--- src/rtl/fir_sample_feeder_pkg.sv ---
// Shared definitions for the FIR sample feeder: FSM encoding, AXI response
// codes and the filter peripheral's register map.
package fir_sample_feeder_pkg;

   typedef enum logic [2:0] {
      ST_IDLE,
      ST_WRITE,
      ST_RESP,
      ST_AR,
      ST_R,
      ST_OUT
   } state_t;

   localparam logic [1:0] AXI_RESP_OKAY = 2'b00;

   // Filter register map (byte addresses on the 6-bit AXI4-Lite bus).
   localparam logic [5:0] FILTER_ADDR = 6'h00;
   localparam logic [5:0] SAMPLE_ADDR = 6'h04;
   localparam logic [5:0] MARKER_ADDR = 6'h0C;

endpackage

--- src/rtl/fir_sample_feeder_if.sv ---
// AXI4-Lite bus between the sample feeder (master) and the FIR filter
// peripheral (slave).
interface fir_sample_feeder_if #(
   parameter int AW = 6,
   parameter int DW = 32
);

   logic [AW-1:0] AWADDR;
   logic          AWVALID;
   logic          AWREADY;
   logic [DW-1:0] WDATA;
   logic [3:0]    WSTRB;
   logic          WVALID;
   logic          WREADY;
   logic [1:0]    BRESP;
   logic          BVALID;
   logic          BREADY;
   logic [AW-1:0] ARADDR;
   logic          ARVALID;
   logic          ARREADY;
   logic [DW-1:0] RDATA;
   logic [1:0]    RRESP;
   logic          RVALID;
   logic          RREADY;

   modport master (
      output AWADDR, AWVALID, WDATA, WSTRB, WVALID, BREADY, ARADDR, ARVALID, RREADY,
      input  AWREADY, WREADY, BRESP, BVALID, ARREADY, RDATA, RRESP, RVALID
   );

   modport slave (
      input  AWADDR, AWVALID, WDATA, WSTRB, WVALID, BREADY, ARADDR, ARVALID, RREADY,
      output AWREADY, WREADY, BRESP, BVALID, ARREADY, RDATA, RRESP, RVALID
   );

endinterface

--- src/rtl/fir_sample_feeder.sv ---
// Pushes each stream sample into the FIR filter's sample register over
// AXI4-Lite, polls the same register until result-valid, then streams the result out.
module fir_sample_feeder #(
   parameter int C_M_AXI_ADDR_WIDTH = 6,
   parameter int C_M_AXI_DATA_WIDTH = 32,
   parameter logic [C_M_AXI_ADDR_WIDTH-1:0] SAMPLE_ADDR =
      C_M_AXI_ADDR_WIDTH'(fir_sample_feeder_pkg::SAMPLE_ADDR),
   parameter int MAX_POLLS = 255
) (
   input  logic                 M_AXI_ACLK,
   input  logic                 M_AXI_ARESET,
   input  logic [15:0]          s_sample_tdata,
   input  logic                 s_sample_tvalid,
   output logic                 s_sample_tready,
   output logic [15:0]          m_result_tdata,
   output logic                 m_result_tvalid,
   input  logic                 m_result_tready,
   fir_sample_feeder_if.master  m_axi,
   output logic                 err_resp,
   output logic                 err_timeout,
   output logic [15:0]          sample_count
);

   import fir_sample_feeder_pkg::*;

   localparam logic [7:0] POLL_LAST = 8'(MAX_POLLS - 1);

   state_t                          state_q, state_d;
   logic                            awvalid_q, awvalid_d;
   logic                            wvalid_q, wvalid_d;
   logic                            bready_q, bready_d;
   logic                            arvalid_q, arvalid_d;
   logic                            rready_q, rready_d;
   logic                            tready_q, tready_d;
   logic                            tvalid_q, tvalid_d;
   logic [15:0]                     tdata_q, tdata_d;
   logic [C_M_AXI_DATA_WIDTH-1:0]   wdata_q, wdata_d;
   logic [7:0]                      poll_q, poll_d;
   logic                            err_resp_q, err_resp_d;
   logic                            err_timeout_q, err_timeout_d;
   logic [15:0]                     count_q, count_d;

   // Only the result-valid flag and the 16-bit result are meaningful in RDATA.
   logic unused_rdata;
   assign unused_rdata = ^m_axi.RDATA[C_M_AXI_DATA_WIDTH-2:16];

   always_comb begin
      state_d       = state_q;
      awvalid_d     = awvalid_q;
      wvalid_d      = wvalid_q;
      bready_d      = bready_q;
      arvalid_d     = arvalid_q;
      rready_d      = rready_q;
      tready_d      = tready_q;
      tvalid_d      = tvalid_q;
      tdata_d       = tdata_q;
      wdata_d       = wdata_q;
      poll_d        = poll_q;
      err_resp_d    = err_resp_q;
      err_timeout_d = err_timeout_q;
      count_d       = count_q;

      case (state_q)
         ST_IDLE: begin
            tready_d = 1'b1;
            if (s_sample_tvalid && tready_q) begin
               wdata_d   = {{(C_M_AXI_DATA_WIDTH-16){s_sample_tdata[15]}}, s_sample_tdata};
               awvalid_d = 1'b1;
               wvalid_d  = 1'b1;
               tready_d  = 1'b0;
               state_d   = ST_WRITE;
            end
         end
         ST_WRITE: begin
            // Address and data channels complete independently, in any order.
            if (m_axi.AWREADY) awvalid_d = 1'b0;
            if (m_axi.WREADY)  wvalid_d  = 1'b0;
            if (!awvalid_d && !wvalid_d) begin
               bready_d = 1'b1;
               state_d  = ST_RESP;
            end
         end
         ST_RESP: begin
            if (m_axi.BVALID) begin
               if (m_axi.BRESP != AXI_RESP_OKAY) err_resp_d = 1'b1;
               bready_d  = 1'b0;
               poll_d    = 8'd0;
               arvalid_d = 1'b1;
               state_d   = ST_AR;
            end
         end
         ST_AR: begin
            if (m_axi.ARREADY) begin
               arvalid_d = 1'b0;
               rready_d  = 1'b1;
               state_d   = ST_R;
            end
         end
         ST_R: begin
            if (m_axi.RVALID) begin
               rready_d = 1'b0;
               if (m_axi.RRESP != AXI_RESP_OKAY) begin
                  err_resp_d = 1'b1;
                  tready_d   = 1'b1;
                  state_d    = ST_IDLE;
               end else if (m_axi.RDATA[C_M_AXI_DATA_WIDTH-1]) begin
                  tdata_d  = m_axi.RDATA[15:0];
                  tvalid_d = 1'b1;
                  state_d  = ST_OUT;
               end else if (poll_q == POLL_LAST) begin
                  err_timeout_d = 1'b1;
                  tready_d      = 1'b1;
                  state_d       = ST_IDLE;
               end else begin
                  poll_d    = poll_q + 8'd1;
                  arvalid_d = 1'b1;
                  state_d   = ST_AR;
               end
            end
         end
         ST_OUT: begin
            if (m_result_tready) begin
               tvalid_d = 1'b0;
               count_d  = count_q + 16'd1;
               tready_d = 1'b1;
               state_d  = ST_IDLE;
            end
         end
         default: begin
            awvalid_d = 1'b0;
            wvalid_d  = 1'b0;
            bready_d  = 1'b0;
            arvalid_d = 1'b0;
            rready_d  = 1'b0;
            tvalid_d  = 1'b0;
            tready_d  = 1'b0;
            state_d   = ST_IDLE;
         end
      endcase
   end

   always_ff @(posedge M_AXI_ACLK or posedge M_AXI_ARESET) begin
      if (M_AXI_ARESET) begin
         state_q       <= ST_IDLE;
         awvalid_q     <= 1'b0;
         wvalid_q      <= 1'b0;
         bready_q      <= 1'b0;
         arvalid_q     <= 1'b0;
         rready_q      <= 1'b0;
         tready_q      <= 1'b0;
         tvalid_q      <= 1'b0;
         tdata_q       <= 16'd0;
         wdata_q       <= '0;
         poll_q        <= 8'd0;
         err_resp_q    <= 1'b0;
         err_timeout_q <= 1'b0;
         count_q       <= 16'd0;
      end else begin
         state_q       <= state_d;
         awvalid_q     <= awvalid_d;
         wvalid_q      <= wvalid_d;
         bready_q      <= bready_d;
         arvalid_q     <= arvalid_d;
         rready_q      <= rready_d;
         tready_q      <= tready_d;
         tvalid_q      <= tvalid_d;
         tdata_q       <= tdata_d;
         wdata_q       <= wdata_d;
         poll_q        <= poll_d;
         err_resp_q    <= err_resp_d;
         err_timeout_q <= err_timeout_d;
         count_q       <= count_d;
      end
   end

   assign m_axi.AWADDR  = SAMPLE_ADDR;
   assign m_axi.AWVALID = awvalid_q;
   assign m_axi.WDATA   = wdata_q;
   assign m_axi.WSTRB   = 4'hF;
   assign m_axi.WVALID  = wvalid_q;
   assign m_axi.BREADY  = bready_q;
   assign m_axi.ARADDR  = SAMPLE_ADDR;
   assign m_axi.ARVALID = arvalid_q;
   assign m_axi.RREADY  = rready_q;

   assign s_sample_tready = tready_q;
   assign m_result_tdata  = tdata_q;
   assign m_result_tvalid = tvalid_q;
   assign err_resp        = err_resp_q;
   assign err_timeout     = err_timeout_q;
   assign sample_count    = count_q;

endmodule

--- src/flat_wrapper.sv ---
// flat-port wrapper written by rule: the top's interface ports become plain ports
module fir_sample_feeder_flat import fir_sample_feeder_pkg::*;
#(
   parameter int C_M_AXI_ADDR_WIDTH = 6,
   parameter int C_M_AXI_DATA_WIDTH = 32,
   parameter logic [C_M_AXI_ADDR_WIDTH-1:0] SAMPLE_ADDR =
      C_M_AXI_ADDR_WIDTH'(fir_sample_feeder_pkg::SAMPLE_ADDR),
   parameter int MAX_POLLS = 255
)
  (M_AXI_ACLK, M_AXI_ARESET, s_sample_tdata, s_sample_tvalid, s_sample_tready, m_result_tdata, m_result_tvalid, m_result_tready, err_resp, err_timeout, sample_count, m_axi_AWADDR, m_axi_AWVALID, m_axi_WDATA, m_axi_WSTRB, m_axi_WVALID, m_axi_BREADY, m_axi_ARADDR, m_axi_ARVALID, m_axi_RREADY, m_axi_AWREADY, m_axi_WREADY, m_axi_BRESP, m_axi_BVALID, m_axi_ARREADY, m_axi_RDATA, m_axi_RRESP, m_axi_RVALID);
  fir_sample_feeder_if #(.AW(6), .DW(32)) m_axi_i ();
  input  logic M_AXI_ACLK;
  input  logic M_AXI_ARESET;
  input  logic [15:0] s_sample_tdata;
  input  logic s_sample_tvalid;
  output logic s_sample_tready;
  output logic [15:0] m_result_tdata;
  output logic m_result_tvalid;
  input  logic m_result_tready;
  output logic err_resp;
  output logic err_timeout;
  output logic [15:0] sample_count;
  output wire logic [$bits(m_axi_i.AWADDR)-1:0] m_axi_AWADDR;
  output wire logic [$bits(m_axi_i.AWVALID)-1:0] m_axi_AWVALID;
  output wire logic [$bits(m_axi_i.WDATA)-1:0] m_axi_WDATA;
  output wire logic [$bits(m_axi_i.WSTRB)-1:0] m_axi_WSTRB;
  output wire logic [$bits(m_axi_i.WVALID)-1:0] m_axi_WVALID;
  output wire logic [$bits(m_axi_i.BREADY)-1:0] m_axi_BREADY;
  output wire logic [$bits(m_axi_i.ARADDR)-1:0] m_axi_ARADDR;
  output wire logic [$bits(m_axi_i.ARVALID)-1:0] m_axi_ARVALID;
  output wire logic [$bits(m_axi_i.RREADY)-1:0] m_axi_RREADY;
  input wire logic [$bits(m_axi_i.AWREADY)-1:0] m_axi_AWREADY;
  input wire logic [$bits(m_axi_i.WREADY)-1:0] m_axi_WREADY;
  input wire logic [$bits(m_axi_i.BRESP)-1:0] m_axi_BRESP;
  input wire logic [$bits(m_axi_i.BVALID)-1:0] m_axi_BVALID;
  input wire logic [$bits(m_axi_i.ARREADY)-1:0] m_axi_ARREADY;
  input wire logic [$bits(m_axi_i.RDATA)-1:0] m_axi_RDATA;
  input wire logic [$bits(m_axi_i.RRESP)-1:0] m_axi_RRESP;
  input wire logic [$bits(m_axi_i.RVALID)-1:0] m_axi_RVALID;
  assign m_axi_AWADDR = m_axi_i.AWADDR;
  assign m_axi_AWVALID = m_axi_i.AWVALID;
  assign m_axi_WDATA = m_axi_i.WDATA;
  assign m_axi_WSTRB = m_axi_i.WSTRB;
  assign m_axi_WVALID = m_axi_i.WVALID;
  assign m_axi_BREADY = m_axi_i.BREADY;
  assign m_axi_ARADDR = m_axi_i.ARADDR;
  assign m_axi_ARVALID = m_axi_i.ARVALID;
  assign m_axi_RREADY = m_axi_i.RREADY;
  assign m_axi_i.AWREADY = m_axi_AWREADY;
  assign m_axi_i.WREADY = m_axi_WREADY;
  assign m_axi_i.BRESP = m_axi_BRESP;
  assign m_axi_i.BVALID = m_axi_BVALID;
  assign m_axi_i.ARREADY = m_axi_ARREADY;
  assign m_axi_i.RDATA = m_axi_RDATA;
  assign m_axi_i.RRESP = m_axi_RRESP;
  assign m_axi_i.RVALID = m_axi_RVALID;
  fir_sample_feeder #(.C_M_AXI_ADDR_WIDTH(C_M_AXI_ADDR_WIDTH), .C_M_AXI_DATA_WIDTH(C_M_AXI_DATA_WIDTH), .SAMPLE_ADDR(SAMPLE_ADDR), .MAX_POLLS(MAX_POLLS)) u_core (.M_AXI_ACLK(M_AXI_ACLK), .M_AXI_ARESET(M_AXI_ARESET), .s_sample_tdata(s_sample_tdata), .s_sample_tvalid(s_sample_tvalid), .s_sample_tready(s_sample_tready), .m_result_tdata(m_result_tdata), .m_result_tvalid(m_result_tvalid), .m_result_tready(m_result_tready), .m_axi(m_axi_i), .err_resp(err_resp), .err_timeout(err_timeout), .sample_count(sample_count));
endmodule
--- config.mk ---
export PLATFORM = sky130hd
export DESIGN_NAME = fir_sample_feeder_flat
export DESIGN_NICKNAME = d
export VERILOG_FILES = /design/src/rtl/fir_sample_feeder_pkg.sv /design/src/rtl/fir_sample_feeder_if.sv /design/src/rtl/fir_sample_feeder.sv /design/src/flat_wrapper.sv
export SDC_FILE = /design/constraint.sdc
export NUM_CORES = 1
export LEC_CHECK = 0
export BUFFER_PORTS_ARGS = -buffer_cell sky130_fd_sc_hd__clkbuf_2
export CORE_ASPECT_RATIO = 0.75
export CORE_MARGIN = 2
export CORE_UTILIZATION = 52
export DETAILED_ROUTE_END_ITERATION = 10
export GPL_TIMING_DRIVEN = 0
export PLACE_DENSITY = 0.84
export SYNTH_ARGS = -nofsm -noshare
export SYNTH_HDL_FRONTEND = slang
export SYNTH_SLANG_ARGS = --single-unit
--- constraint.sdc ---
create_clock -name M_AXI_ACLK -period 4.6 [get_ports M_AXI_ACLK]
set_input_delay 0.46 -clock M_AXI_ACLK [delete_from_list [all_inputs] [get_ports M_AXI_ACLK]]
set_output_delay 0.46 -clock M_AXI_ACLK [all_outputs]
set_load 0.02 [all_outputs]
==> results of run 1 <==
## metal layers
metal  up-vias  GRT usage [%]
met3        12           5.87
li1       1328              -
met1      1292           24.7
met5         -              0
met2       101           33.3
met4         0           6.85
## registers in the layout, summed over array words and instances (netlist names), 3 cells and up
register / flops
u_core.poll_q: 8
u_core.m_result_tdata: 16
u_core.m_axi.WDATA: 16
u_core.sample_count: 16
u_core.state_q: 3
## worst min-delay path by stage
stage / startpoint / endpoint / slack (ns) / depth (start not counted)
detailed placement: u_core.sample_count[15] / u_core.sample_count[15] / 0.46 / 1
floorplan: u_core.poll_q[4] / u_core.poll_q[4] / 0.46 / 1
global placement: u_core.sample_count[15] / u_core.sample_count[15] / 0.46 / 1
finish: M_AXI_ARESET / u_core.sample_count[9] / 0.26 / 2
global route: s_sample_tdata[11] / u_core.m_axi.WDATA[11] / 0.31 / 2
CTS: M_AXI_ARESET / u_core.sample_count[9] / 0.31 / 2
## cell type report
class | instances | area (µm²) | share of cell area (%)
Clock inverter | 5 | 38.8 | 0.863
Tap cell | 84 | 105 | 2.34
Buffer | 42 | 318 | 7.07
Timing Repair Buffer | 117 | 586 | 13.0
Clock buffer | 11 | 131 | 2.92
Multi-Input combinational cell | 196 | 1570 | 34.9
Sequential cell | 68 | 1700 | 37.9
Inverter | 11 | 43.8 | 0.975
## power groups by stage
stage | Clock, mW | Combinational, mW | Sequential, mW
global placement | 0 | 1.12 | 0.869
finish | 0.429 | 1.15 | 0.869
CTS | 0.447 | 1.15 | 0.870
detailed placement | 0 | 1.15 | 0.879
global route | 0.468 | 1.24 | 0.895
floorplan | 0 | 0.641 | 1.05
## through the flow
step           hold slack (ns)  utilization [%]
3_5_place_dp             0.456             64.2
2_1_floorplan            0.464                -
6_report                 0.260             66.7
5_1_grt                  0.313             66.7
4_1_cts                  0.307             66.7
3_3_place_gp             0.457             64.2
## cells by family (layout without fill, tap and decap cells)
| logic type | after synthesis | in the layout |
|---|---|---|
| compound gates | 51 | 51 |
| xor+xnor | 16 | 16 |
| fa+ha+maj | 6 | 6 |
| buf+inv | 53 | 186 |
| flops | 68 | 68 |
| mux | 35 | 35 |
| other cells | 2 | 16 |
| simple gates | 72 | 72 |
## layout by cell type, fill, tap and decap left out, types with 5 or more instances in the layout
| master | count |
|---|---|
| clkbuf_2 | 117 |
| dfrtp_1 | 68 |
| buf_4 | 36 |
| mux2_2 | 17 |
| conb_1 | 16 |
| nand2_1 | 15 |
| xnor2_1 | 10 |
| a31oi_1 | 10 |
| mux2_1 | 9 |
| mux2_4 | 9 |
| inv_1 | 9 |
| clkbuf_8 | 9 |
| nor2_1 | 7 |
| xor2_1 | 6 |
| o21ai_0 | 6 |
| and3_1 | 6 |
| ha_1 | 6 |
| nand3_1 | 5 |
==> key figures, run 1 <==
Power and ir drop
  • Leakage: roughly 2.4 nW
  • Sw Ratio: between 40% and 50%
  • PwrDens: between 500 and 600 nW/µm²
  • Peak supply drop: ~230 µV
  • Final Power: roughly 2.4 mW
  • NetSw: between 0.9 and 1 mW
  • Logic pwr share: a little under half
  • Clock power share: roughly 18%
  • Sequential share of power: between 30 and 40%
  • Pint: ~1.4 mW

Detailed routing
  • Routed wire length: between 7000 and 8000 µm
  • Post-Route M1 WL: ~3300 µm
  • Routed met3 length: 450 µm
  • Vias: ~2700
  • DR pass1 iterations: 4
  • Routed WL per cell: between 10 and 15 µm
  • WL met2: about 3700 µm
  • Initial DRC count: 133
  • DRC Markers: 0
  • Topmost layer with routed signal wires: met4
  • Antenna Nets Post-Route: 0
  • Via-to-Cell Ratio: about 5

Setup path
  • Reg2Reg Depth: 6
  • WP data arrival: approximately 2.2 ns
  • Ordered cell list for the critical path: inv_1 > ha_1 > nand4_2 > o311ai_1 > a21oi_1 > mux2_1
  • Kind of end point of the critical path: register
  • Crit-path slowest cell: o311ai_1
  • Worst path required time: roughly 4.8 ns
  • Crit path max fanout: 8
  • Reg-to-Reg Start: u_core.poll_q[0]
  • Setup crit start: u_core.poll_q[0]
  • Max stage delay on crit path: 0.53 ns
  • Crit path to: u_core.state_q[0]
  • CP Class: register to register
  • CP Depth: 6
  • FF-to-FF End: u_core.state_q[0]
  • R2R setup slack: around 2.6 ns
  • Buffers and inverters on the worst path: 1
  • Kind of cell adding the most delay to the critical path: compound AO/OA/AOI/OAI gates
  • Critical Path Source Type: register

Floorplan
  • DIE AREA: roughly 7600 µm²
  • CORE AREA: between 6000 and 7000 µm²
  • FP Rows: 26
  • Die width: about 100 µm
  • Initial Util: 53.1%
  • Number of I/O pins: 150
  • Die Height: 75.8 µm

Yosys
  • Cell with the most instances after synthesis: dfrtp_1
  • Seq/Total Area, Yosys: 47.6%
  • Top cell type's share of synthesized area: 47.6%
  • Ys Warns: 0
  • Adder-cell share of the synthesized area: roughly 2.1%
  • Synth top area cells: dfrtp_1 (48%), buf_4 (7.6%), mux2_2 (5.4%), mux2_4 (3.8%), mux2_1 (2.8%)
  • Largest family of logic cells by synthesized area: simple AND/OR/NAND/NOR gates
  • Post-Syn Area: about 3600 µm²
  • Post-synth top area cell: dfrtp_1
  • Simple-Gate Fraction of Synth Area: 14.2%
  • FFs w/ async S/R, synth: 100%
  • Cells after Synth: approximately 300
  • Compound-Gate Fraction of Synth Area: between 10% and 20%
  • Post-synthesis mux area share: 12.0%
  • Synth top cells by count: dfrtp_1 (68), buf_4 (36), mux2_2 (17)
  • Synth Flop Type: dfrtp_1
  • Yosys cell types: 60
  • Post-synthesis register bit count: 68
  • Mean Syn Cell Area: around 12 µm²
  • Synth Area in XOR/XNOR: 3.92%
  • Post-synth EDFFs: 0

Layout
  • Number of diodes: 0
  • Share of layout cells above drive strength 1: a little under half
  • Area growth syn-to-layout: 25.6%
  • Post-route cell area: between 4000 and 5000 µm²
  • Layout Nets: 512
  • Filler instances: about 550
  • Layout Cells excl Fill: between 500 and 600

Global routing
  • Largest net degree at the start of global routing: 69
  • Antenna violations before repair: 0
  • Gr ovfl total: 0
  • Number of global-route vias before repair: about 2600
  • GRT Resource Usage Total: between 10% and 20%
  • First-pass GRT wire length: 11800 µm

Clocking
  • Post-CTS Setup Repair Bufs: 0
  • CTS tree: yes
  • CTS max path bufs: 2
  • Hold_buf cts: 0
  • Max H-tree Level: 3
  • Num CTS Buffers: 9
  • CTS clk-pin slew, worst paths: about 0.080 ns
  • Post-CTS resize count: 0
  • Sink Count: slightly below 70
  • CTS root buffer: clkbuf_8
  • Clock Latency Late Sink: 0.34 ns

Placement
  • DP Area: between 4000 and 5000 µm²
  • IO buf count: about 120
  • Post-DP HPWL: around 5500 µm
  • # placed instances: 518
  • Final GP Congestion: between 0.8 and 0.9
  • Placement Setup Slack: 2.67 ns

Flow run
  • Number of max-cap violations: 0

STA
  • Slew @ Worst Pin: between 0.8 and 0.9 ns
  • RSZ-0062 raised after global routing: no
  • Setup TNS: 0 ns
  • Max Clk Rate: just over 500 MHz
  • Setup Viol. Count Final: 0
  • Endpoints failing hold: 0
  • Final WS setup: 2.64 ns
  • Min cycle time layout: roughly 2.0 ns
  • Layout Skew: between 0.01 and 0.015 ns
  • Final Cycle Share: a little over two fifths
  • Slew HR: 43.8%
  • Final Max Slew Viols: 0

Status
  • Outcome: finished, final reports clean

Hold path
  • Hold Crit Class: input pin to asynchronous set/reset pin
Note: power is estimated with default switching activity, not from simulation.
==> run 2: changes to the inputs <==
--- a/config.mk
+++ b/config.mk
@@ -8,10 +8,10 @@
 export BUFFER_PORTS_ARGS = -buffer_cell sky130_fd_sc_hd__clkbuf_2
 export CORE_ASPECT_RATIO = 0.75
 export CORE_MARGIN = 2
-export CORE_UTILIZATION = 52
+export CORE_UTILIZATION = 48
 export DETAILED_ROUTE_END_ITERATION = 10
 export GPL_TIMING_DRIVEN = 0
-export PLACE_DENSITY = 0.84
+export PLACE_DENSITY = 0.78
 export SYNTH_ARGS = -nofsm -noshare
 export SYNTH_HDL_FRONTEND = slang
 export SYNTH_SLANG_ARGS = --single-unit
==> constraint.sdc (replaced) <==
create_clock -name M_AXI_ACLK -period 1.9 [get_ports M_AXI_ACLK]
set_input_delay 0.19 -clock M_AXI_ACLK [delete_from_list [all_inputs] [get_ports M_AXI_ACLK]]
set_output_delay 0.19 -clock M_AXI_ACLK [all_outputs]
set_load 0.02 [all_outputs]
==> run 2 against run 1 <==
Net effect:
- total power rose to 2.6 times the previous value
- count of clock-buffer cells in the layout fell by 2
- cell area rose by 3.8%
- critical path depth fell by 1
- first-iteration DRC count fell by 50%
- hold slack got worse by 0.20 ns
- clock power rose to 3.0 times the previous value
- highest routed layer unchanged
- largest power group unchanged
- critical path type unchanged
- combinational power rose by 150%
- global-route usage fell by 0.92 points
- via count barely moved
- non-clock buffer count rose by 6
==> key figures, run 2 (synthesis results as in run 1) <==
Status
  • Outcome: finished, final reports clean (unchanged)

Power and ir drop
  • Peak supply drop: 672 µV (was 231 µV)
  • Final Power: 6.25 mW (was 2.44 mW)
  • Leakage: 2.45 nW (was 2.38 nW)
  • PwrDens: 1340 nW/µm² (was 544 nW/µm²)

Placement
  • IO buf count: 117 (unchanged)
  • # placed instances: 536 (was 518)
  • DP Area: 4370 µm² (was 4320 µm²)
  • Placement Setup Slack: -0.0489 ns (was 2.67 ns)
  • Final GP Congestion: 0.846 (was 0.867)
  • Post-DP HPWL: 5610 µm (was 5520 µm)

Detailed routing
  • DR pass1 iterations: 4 (unchanged)
  • Antenna Nets Post-Route: 0 (unchanged)
  • Routed WL per cell: 13.7 µm (was 14.0 µm)
  • Initial DRC count: 66 (was 133)
  • Routed wire length: 7630 µm (was 7460 µm)
  • Vias: 2734 (was 2733)
  • Via-to-Cell Ratio: 4.92 (was 5.12)
  • DRC Markers: 0 (unchanged)

Hold path
  • Hold Crit Class: input pin to register (was input pin to asynchronous set/reset pin)
  • Hold depth: 2

STA
  • Slew HR: 57.5% (was 43.8%)
  • Min cycle time layout: 1.87 ns (was 1.96 ns)
  • Layout Skew: 0.00870 ns (was 0.0121 ns)
  • Final WS setup: 0.0340 ns (was 2.64 ns)
  • Max Clk Rate: 536 MHz (was 510 MHz)
  • Final Max Slew Viols: 0 (unchanged)
  • Slew @ Worst Pin: 0.636 ns (was 0.842 ns)
  • Final Cycle Share: 98.2% (was 42.6%)
  • Setup Viol. Count Final: 0 (unchanged)
  • Endpoints failing hold: 0 (unchanged)
  • WHS: 0.0648 ns (was 0.260 ns)

Layout
  • Layout Cells excl Fill: 556 (was 534)
  • Number of diodes: 0 (unchanged)
  • Post-route cell area: 4660 µm² (was 4490 µm²)
  • Commonest non-fill, non-tap cell in the layout: clkbuf_2 (unchanged)
  • Area growth syn-to-layout: 30.4% (was 25.6%)
  • Layout Nets: 518 (was 512)
  • Most frequent cells in the layout: clkbuf_2 (118), dfrtp_1 (67), buf_4 (40), mux2_2 (17), conb_1 (16) (was clkbuf_2 (117), dfrtp_1 (68), buf_4 (36), mux2_2 (17), conb_1 (16))
  • Filler instances: 631 (was 549)
  • Share of layout cells above drive strength 1: 49.7% (was 47.6%)

Setup path
  • Kind of end point of the critical path: register (unchanged)
  • Worst path required time: 2.13 ns (was 4.83 ns)
  • Reg2Reg Depth: 5 (was 6)
  • Crit path max fanout: 9 (was 8)
  • WP data arrival: 2.10 ns (was 2.19 ns)
  • Critical Path Source Type: register (unchanged)
  • CP Class: register to register (unchanged)

Floorplan
  • Number of I/O pins: 150 (unchanged)
  • DIE AREA: 8170 µm² (was 7570 µm²)
  • FP Rows: 27 (was 26)
  • Die width: 104 µm (was 99.8 µm)
  • CORE AREA: 7300 µm² (was 6730 µm²)
  • Initial Util: 49.0% (was 53.1%)
  • Die Height: 78.8 µm (was 75.8 µm)

Global routing
  • First-pass GRT wire length: 12300 µm (was 11800 µm)
  • GRT Resource Usage Total: 18.8% (was 19.7%)
  • Largest net degree at the start of global routing: 42 (was 69)
  • Number of global-route vias before repair: 2662 (was 2555)
  • Antenna violations before repair: 0 (unchanged)
  • Gr ovfl total: 0 (unchanged)

Clocking
  • Clock Latency Late Sink: 0.34 ns (about the same)
  • Sink Count: 68 (unchanged)
  • CTS clk-pin slew, worst paths: 0.08 ns (about the same)
  • Max H-tree Level: 3 (unchanged)
  • CTS max path bufs: 2 (unchanged)
  • CTS tree: yes (unchanged)
  • CTS root buffer: clkbuf_8 (unchanged)
  • Num CTS Buffers: 9 (unchanged)

Flow run
  • Number of max-cap violations: 0 (unchanged)
[run 2: routing by layer]
layer / part of all wire (%) / global-route usage (%)
met1: 44 / 23.8
met2: 48 / 31.4
met3: 6.7 / 5.09
met4: 1.5 / 6.76
met5: 0 / 0
[run 2: layout make-up]
cell class | count | area, µm² | area share (%)
clock inverters | 6 | 90.1 | 1.93
plain buffers | 41 | 314 | 6.73
flip-flops and latches | 68 | 1700 | 36.5
well taps | 101 | 126 | 2.71
multi-input cells | 196 | 1610 | 34.5
repair buffers | 124 | 653 | 14.0
clock buffers | 9 | 124 | 2.66
inverters | 11 | 45.0 | 0.966
[run 2: critical path, cell delays in order (launching register included)]
cell,delay (ns)
dfrtp_1,0.43
or3b_1,0.40
buf_6,0.16
o22ai_4,0.24
nand3b_2,0.20
mux2_1,0.32
[run 2: power by group]
group / switching, mW / internal [mW] / leakage [nW]
Sequential: 0.280 / 1.83 / 0.869
Combinational: 1.61 / 1.24 / 1.47
Clock: 0.557 / 0.733 / 0.105
[run 2: worst paths after layout]
| kind | from | to | slack (ns) |
|---|---|---|---|
| worst max-delay path | u_core.state_q[1] | u_core.state_q[0] | 0.03 |
| worst min-delay path | s_sample_tdata[10] | u_core.m_axi.WDATA[10] | 0.06 |
| worst max register to register | u_core.state_q[1] | u_core.state_q[0] | 0.03 |
| worst min register to register | u_core.err_timeout | u_core.err_timeout | 0.48 |
| max in group asynchronous | M_AXI_ARESET | u_core.state_q[2] | 0.81 |
| min in group asynchronous | M_AXI_ARESET | u_core.m_axi.WDATA[9] | 0.48 |
[run 2: metrics by stage]
| stage | util, % | TNS (ns) |
|---|---|---|
| global route | 63.9 | -0.00398 |
| global placement | 59.6 | -0.0239 |
| finish | 63.9 | 0 |
| CTS | 63.0 | 0 |
| floorplan | - | 0 |
| detailed placement | 59.8 | -0.0584 |
[run 2: what timing repair did]
item,4_1_cts,5_1_grt
gates cloned,0,0
resized for setup,2,9
endpoints found under the setup margin,3,22
hold endpoints to repair,27,0
hold buffers,1,0
pin swaps,0,2
buffers inserted,0,5
